==> config.mk <==
export PLATFORM = sky130hd
export DESIGN_NAME = bin2bcd_seq
export DESIGN_NICKNAME = d
export VERILOG_FILES = /design/src/rtl/bin2bcd_seq.sv
export SDC_FILE = /design/constraint.sdc
export NUM_CORES = 1
export LEC_CHECK = 0
export BUFFER_PORTS_ARGS = -buffer_cell sky130_fd_sc_hd__buf_2
export CAP_MARGIN = 5
export CORE_AREA = 10 10 119 121
export CTS_CLUSTER_DIAMETER = 40
export CTS_CLUSTER_SIZE = 20
export DETAILED_ROUTE_END_ITERATION = 12
export DIE_AREA = 0 0 129 131
export PLACE_DENSITY = 0.82
export SLEW_MARGIN = 10
export SYNTH_ARGS = -nofsm -noshare
export SYNTH_HDL_FRONTEND = slang
export SYNTH_SLANG_ARGS = --single-unit
==> constraint.sdc <==
create_clock -name CLOCK_50 -period 2.3 [get_ports CLOCK_50]
set_input_delay 0.575 -clock CLOCK_50 [delete_from_list [all_inputs] [get_ports CLOCK_50]]
set_output_delay 0.575 -clock CLOCK_50 [all_outputs]
set_load 0.01 [all_outputs]
==> src/rtl/bin2bcd_seq.sv <==
// Sequential double-dabble binary-to-BCD converter: one input bit per clock,
// start/busy/done handshake, result held until the next conversion completes.
//
// state | meaning
// ------+-----------------------------------------------------------
// IDLE  | waiting for start; outputs hold the last result
// SHIFT | one adjust-and-shift iteration per clock, WIDTH iterations
// DONE  | single cycle with done high; new result visible
module bin2bcd_seq #(
    parameter int WIDTH  = 36,
    parameter int DIGITS = 11
) (
    input  logic                CLOCK_50,
    input  logic                reset_n,
    input  logic                start,
    input  logic [WIDTH-1:0]    bin_in,
    output logic                busy,
    output logic                done,
    output logic [4*DIGITS-1:0] bcd_out,
    output logic                overflow
);
    localparam int AW = 4 * DIGITS;
    localparam int CW = (WIDTH > 1) ? $clog2(WIDTH) : 1;
    localparam logic [CW-1:0] LAST = CW'(WIDTH - 1);

    typedef enum logic [1:0] {
        IDLE  = 2'd0,
        SHIFT = 2'd1,
        DONE  = 2'd2
    } state_t;

    state_t           state_q, state_d;
    logic [WIDTH-1:0] sr_q, sr_d;
    logic [AW-1:0]    acc_q, acc_d, acc_adj;
    logic [CW-1:0]    cnt_q, cnt_d;
    logic             ovf_q, ovf_d;
    logic [AW-1:0]    bcd_q, bcd_d;
    logic             ovf_out_q, ovf_out_d;

    // Per-digit add-3 correction; digits never carry into each other here.
    always_comb begin
        acc_adj = acc_q;
        for (int k = 0; k < DIGITS; k++) begin
            if (acc_q[4*k +: 4] >= 4'd5) begin
                acc_adj[4*k +: 4] = acc_q[4*k +: 4] + 4'd3;
            end
        end
    end

    always_comb begin
        state_d   = state_q;
        sr_d      = sr_q;
        acc_d     = acc_q;
        cnt_d     = cnt_q;
        ovf_d     = ovf_q;
        bcd_d     = bcd_q;
        ovf_out_d = ovf_out_q;
        unique case (state_q)
            IDLE: begin
                if (start) begin
                    sr_d    = bin_in;
                    acc_d   = '0;
                    ovf_d   = 1'b0;
                    cnt_d   = '0;
                    state_d = SHIFT;
                end
            end
            SHIFT: begin
                acc_d = {acc_adj[AW-2:0], sr_q[WIDTH-1]};
                sr_d  = sr_q << 1;
                // A set MSB leaving the top digit means the value needs one more digit.
                ovf_d = ovf_q | acc_adj[AW-1];
                cnt_d = cnt_q + 1'b1;
                if (cnt_q == LAST) begin
                    state_d   = DONE;
                    bcd_d     = ovf_d ? {DIGITS{4'hF}} : acc_d;
                    ovf_out_d = ovf_d;
                end
            end
            DONE: begin
                state_d = IDLE;
            end
            default: begin
                state_d = IDLE;
            end
        endcase
    end

    always_ff @(posedge CLOCK_50 or negedge reset_n) begin
        if (!reset_n) begin
            state_q   <= IDLE;
            sr_q      <= '0;
            acc_q     <= '0;
            cnt_q     <= '0;
            ovf_q     <= 1'b0;
            bcd_q     <= '0;
            ovf_out_q <= 1'b0;
        end else begin
            state_q   <= state_d;
            sr_q      <= sr_d;
            acc_q     <= acc_d;
            cnt_q     <= cnt_d;
            ovf_q     <= ovf_d;
            bcd_q     <= bcd_d;
            ovf_out_q <= ovf_out_d;
        end
    end

    assign busy     = (state_q != IDLE);
    assign done     = (state_q == DONE);
    assign bcd_out  = bcd_q;
    assign overflow = ovf_out_q;

endmodule
# Yosys cells after proc, flatten, opt, wreduce, memory -nomap -nowiden
# Cells that the tools add are included.
# W data, S select, Z words.
dict set report op_classes {
  add_sub_neg 12
  n_mul 0
  div_mod_pow 0
  n_lt_le_gt_ge 11
  eq_ne 5
  n_shift 0
  n_mux 23
  bitwise 1
  reduce_logical 6
}
# cell n
set op_table {}
lappend op_table {{$mux W44} 2}
lappend op_table {{$pmux W44 S2} 1}
lappend op_table {{$pmux W36 S2} 1}
lappend op_table {{$add A4 B2 Y4 const B} 11}
lappend op_table {{$ge A4 B3 Y1 const B} 11}
lappend op_table {{$mux W4} 11}
lappend op_table {{$mux W36} 1}
lappend op_table {{$pmux W6 S2} 1}
lappend op_table {{$add A6 B1 Y6 const B} 1}
lappend op_table {{$eq A6 B6 Y1 const B} 1}
lappend op_table {{$mux W6} 1}
lappend op_table {{$reduce_and A2 Y1} 3}
lappend op_table {{$mux W2} 2}
lappend op_table {{$ne A2 B2 Y1 const B} 2}
lappend op_table {{$pmux W2 S2} 1}
lappend op_table {{$reduce_bool A2 Y1} 2}
lappend op_table {{$eq A2 B1 Y1 const B} 1}
lappend op_table {{$eq A2 B2 Y1 const B} 1}
lappend op_table {{$logic_not A2 Y1} 1}
lappend op_table {{$pmux W1 S2} 1}
lappend op_table {{$mux W1} 1}
lappend op_table {{$or A1 B1 Y1} 1}
dict set report totals {
  ff_bits 134
  latch_bits 0
  ram_bits 0
  mem_bits_ro 0
  input_bits 39
  output_inout_bits 47
  elab_cells 65
  memories 0
}

# Depth between registers and ports, before layout
dict set report depth {
  ltp_word 4
  depth_mapped 8
  depth_no_buf 6
}

# Worst setup path after synthesis
# Ideal clock, no wire load.
dict set report synth_timing {
  path_type {reg-to-output}
  start {reg state_q[0]}
  end {out busy}
  arrival_time_ns 1.096
  required_ns 1.725
  path_slack_ns 0.629
  path_stages_with_launch 4
  path_buffers 2
  cell_sequence {dfrtp_1 -> clkbuf_1 -> buf_1 -> or2_2}
}
dict set report synth_between {
  elab_chain_len 1
}
# item line
set synth_lines {}
lappend synth_lines {{from (decl)} 32} ;# state_t state_q, state_d;
lappend synth_lines {{from (signal assigned)} 99} ;# state_q <= state_d;
lappend synth_lines {{$reduce_bool A2 Y1} 109} ;# assign busy = (state_q != IDLE);
lappend synth_lines {{to (decl)} 17} ;# output logic busy,
# No other way between the ends.

# Worst setup path in the final report
dict set report layout_timing {
  start {reg state_q[0]}
  end {out done}
}
dict set report layout_between {
  elab_chain_len 1
}
# item line
set layout_lines {}
lappend layout_lines {{$eq A2 B2 Y1} 110} ;# assign done = (state_q == DONE);
lappend layout_lines {{to (decl)} 18} ;# output logic done,
# No other way between the ends.

==> flow_metrics.env <==
export IMPL_status="completed"
export IMPL_synth_cells=675
export IMPL_grt_pass1_vias=5322
export IMPL_root_buffer="clkbuf_16"
export IMPL_cts_buffer_depth=2
export IMPL_cts_sinks=134
export IMPL_ctsHoldBuffers=0
export IMPL_fin_cells=907
export IMPL_grt_usage_pct=18.0
export IMPL_final_cell_mix="dfrtp_1, o21ai_0, buf_2, nand2_1, a21oi_1"
export IMPL_clk_insertion_delay_late_ns=0.42
export IMPL_h_tree_depth=4
export IMPL_r2r_start="acc_q[40]"
export IMPL_rsz0062_at_grt="no"
export IMPL_reg2reg_depth=7
export IMPL_final_common_cell="dfrtp_1"
export IMPL_clock_skew_ns=0.00506
export IMPL_antenna_found_initial=0
export IMPL_synth_edf_count=0
export IMPL_setup_viol=0
export IMPL_grt_max_degree=59
export IMPL_slowest_delay_ns=0.61
export IMPL_path_cells="buf_8 > nor2b_1 > buf_2"
export IMPL_fmax_mhz=455
export IMPL_area_delta_synth_final_pct=17.3
export IMPL_cp_start_kind="flop"
export IMPL_rrSetupSlack_ns=0.20
export IMPL_wl_per_cell_um=16.1
export IMPL_synthArstFlopShare_pct=100
export IMPL_dieArea_um2=16900
export IMPL_yosys_most_used_dff="dfrtp_1"
export IMPL_yosysWarnings=0
export IMPL_crit_path_end="done"
export IMPL_path_clk_slew_ns=0.05
export IMPL_drt_iter0_drc=397
export IMPL_min_period_over_period_pct=95.6
export IMPL_portBuffers=85
export IMPL_wl_mm=14.6
export IMPL_cp_end_kind="output pin"
export IMPL_post_route_min_period_ns=2.20
export IMPL_grt_pass1_wl_mm=24.5
export IMPL_vias=5156
export IMPL_synth_seq_cells=134
export IMPL_slew_headroom_pct=57.5
export IMPL_worst_pin_slew_ns=0.635
export IMPL_r2r_end="bcd_out[25]"
export IMPL_initial_core_util_pct=54.0
export IMPL_hold_path_class="input pin to asynchronous set/reset pin"
export IMPL_die_w_um=129
export IMPL_drive_gt1_share_pct=18.7
export IMPL_crit_type="flop to output pin"
export IMPL_hold_viol=0
export IMPL_fin_tns_setup_ns=0
export IMPL_yosys_cell_types_count=29
export IMPL_grt_overflow_total=0
export IMPL_power_density_nw_per_um2=1470
export IMPL_gp_congestion=0.791
export IMPL_yosys_area_top_type="dfrtp_1"
export IMPL_ys_top_cells_by_area="dfrtp_1, o21ai_0, nor3b_1"
export IMPL_synth_top_area_share_pct=52.6
export IMPL_drcViolationCount=0
export IMPL_rows=40
export IMPL_dp_cells=877
export IMPL_synth_avg_cell_area_um2=9.44
export IMPL_maxSlewViolCount=0
export IMPL_via_per_inst=5.68
export IMPL_dpl_hpwl_mm=9.76
export IMPL_syn_cell_area_um2=6370
export IMPL_irDropWorstVdd_mv=0.590
export IMPL_worstPathArrival_ns=1.62
export IMPL_cts_setup_buffers=0
export IMPL_syn_num_nets=737
export IMPL_ios=86
export IMPL_antenna_cells=0
export IMPL_cp_slowest_cell="dfrtp_2"
export IMPL_path_max_fanout=57
export IMPL_drt_pass1_iterations=5
export IMPL_fp_dieH_um=131
export IMPL_worstPathRequired_ns=1.73
export IMPL_critPathLaunch="state_q[0]"
export IMPL_ant_nets=0
export IMPL_cts_tree="built"
export IMPL_yosysSeqAreaShare_pct=52.6
export IMPL_p_leak_nw=3.21
export IMPL_core_um2=11800
export IMPL_cts_buffers=17
export IMPL_max_cap_violations=0
export IMPL_nets=811
synthesized netlist by cell type, types with 2 or more instances:
| cell | n |
|---|---|
| dfrtp_1 | 134 |
| o21ai_0 | 98 |
| nand2_1 | 83 |
| a21oi_1 | 81 |
| nor3b_1 | 58 |
| nor2_1 | 46 |
| a31oi_1 | 34 |
| inv_1 | 24 |
| clkbuf_1 | 23 |
| ha_1 | 23 |
| nand2b_1 | 12 |
| mux2_2 | 11 |
| xnor2_1 | 11 |
| buf_2 | 10 |
| buf_4 | 6 |
| buf_1 | 5 |
| nand3_1 | 2 |
| nand4_1 | 2 |
| nor2b_1 | 2 |
registers in the layout, indices dropped and copies added (netlist names):
signal,flops
overflow,1
state_q,2
acc_q,44
ovf_q,1
sr_q,36
bcd_out,44
cnt_q,6
per-layer routing:
metal	GRT usage [%]	up-vias	routed length, um
li1	-	2484	-
met1	21.0	2515	6280
met2	30.4	141	7130
met3	6.08	16	978
met4	6.29	0	176
met5	0	-	0
repair_timing:
item,CTS,global route
gates resized for setup,1,2
endpoints found under the hold margin,0,0
setup endpoints to repair,1,1
worst min path at each step:
stage | cells after the start | to
floorplan | 0 | acc_q[0]
global placement | 2 | sr_q[35]
detailed placement | 2 | sr_q[22]
CTS | 1 | acc_q[9]
global route | 1 | acc_q[8]
finish | 1 | acc_q[11]
logic make-up (layout without fill, tap and decap cells):
kind of cell	after synthesis	in the layout	share of synthesized area, %
adders and majority gates	23	23	4.52
AOI/OAI and AO/OA	217	217	17.9
buffers and inverters	68	153	4.56
muxes	11	11	1.94
DFF	134	134	52.6
xor gates and xnor gates	11	11	1.51
and+or+nand+nor	211	211	17.0
metrics by stage:
| step | setup slack (ns) | area, um2 | hold slack (ns) | total power [mW] | utilization [%] |
|---|---|---|---|---|---|
| finish | 0.100 | 7480 | 0.0731 | 11.0 | 63.3 |
| detailed placement | 0.212 | 6960 | 0.474 | 8.66 | 58.9 |
| CTS | 0.0450 | 7470 | 0.0803 | 11.1 | 63.3 |
| global placement | 0.280 | 6960 | 0.463 | 8.31 | 58.9 |
| floorplan | 0.629 | 6370 | 0.279 | 7.18 | - |
| global route | 0.0195 | 7480 | 0.0922 | 11.9 | 63.3 |
area by class of cell:
type	instances	area, um2
Multi-Input combinational cell	473	2740
Timing Repair Buffer	99	594
Inverter	24	90.1
Clock buffer	25	485
Fill cell	968	4330
Sequential cell	134	3350
Tap cell	147	184
Clock inverter	5	25.0
worst max-delay path: cells and delay by family, from the launching register on:
family,cells,cell delay [ns]
buffers and inverters,2,0.50
and+or+nand+nor,1,0.08
DFF,1,0.61
power breakdown:
part / total (mW) / leakage, nW / switching (mW) / internal, mW
Clock: 2.37 / 0.257 / 0.928 / 1.44
Combinational: 4.36 / 1.30 / 2.50 / 1.86
Sequential: 4.30 / 1.65 / 0.826 / 3.48
Total: 11.0 / 3.21 / 4.26 / 6.77
No activity file was read; power rests on OpenSTA's default activity.
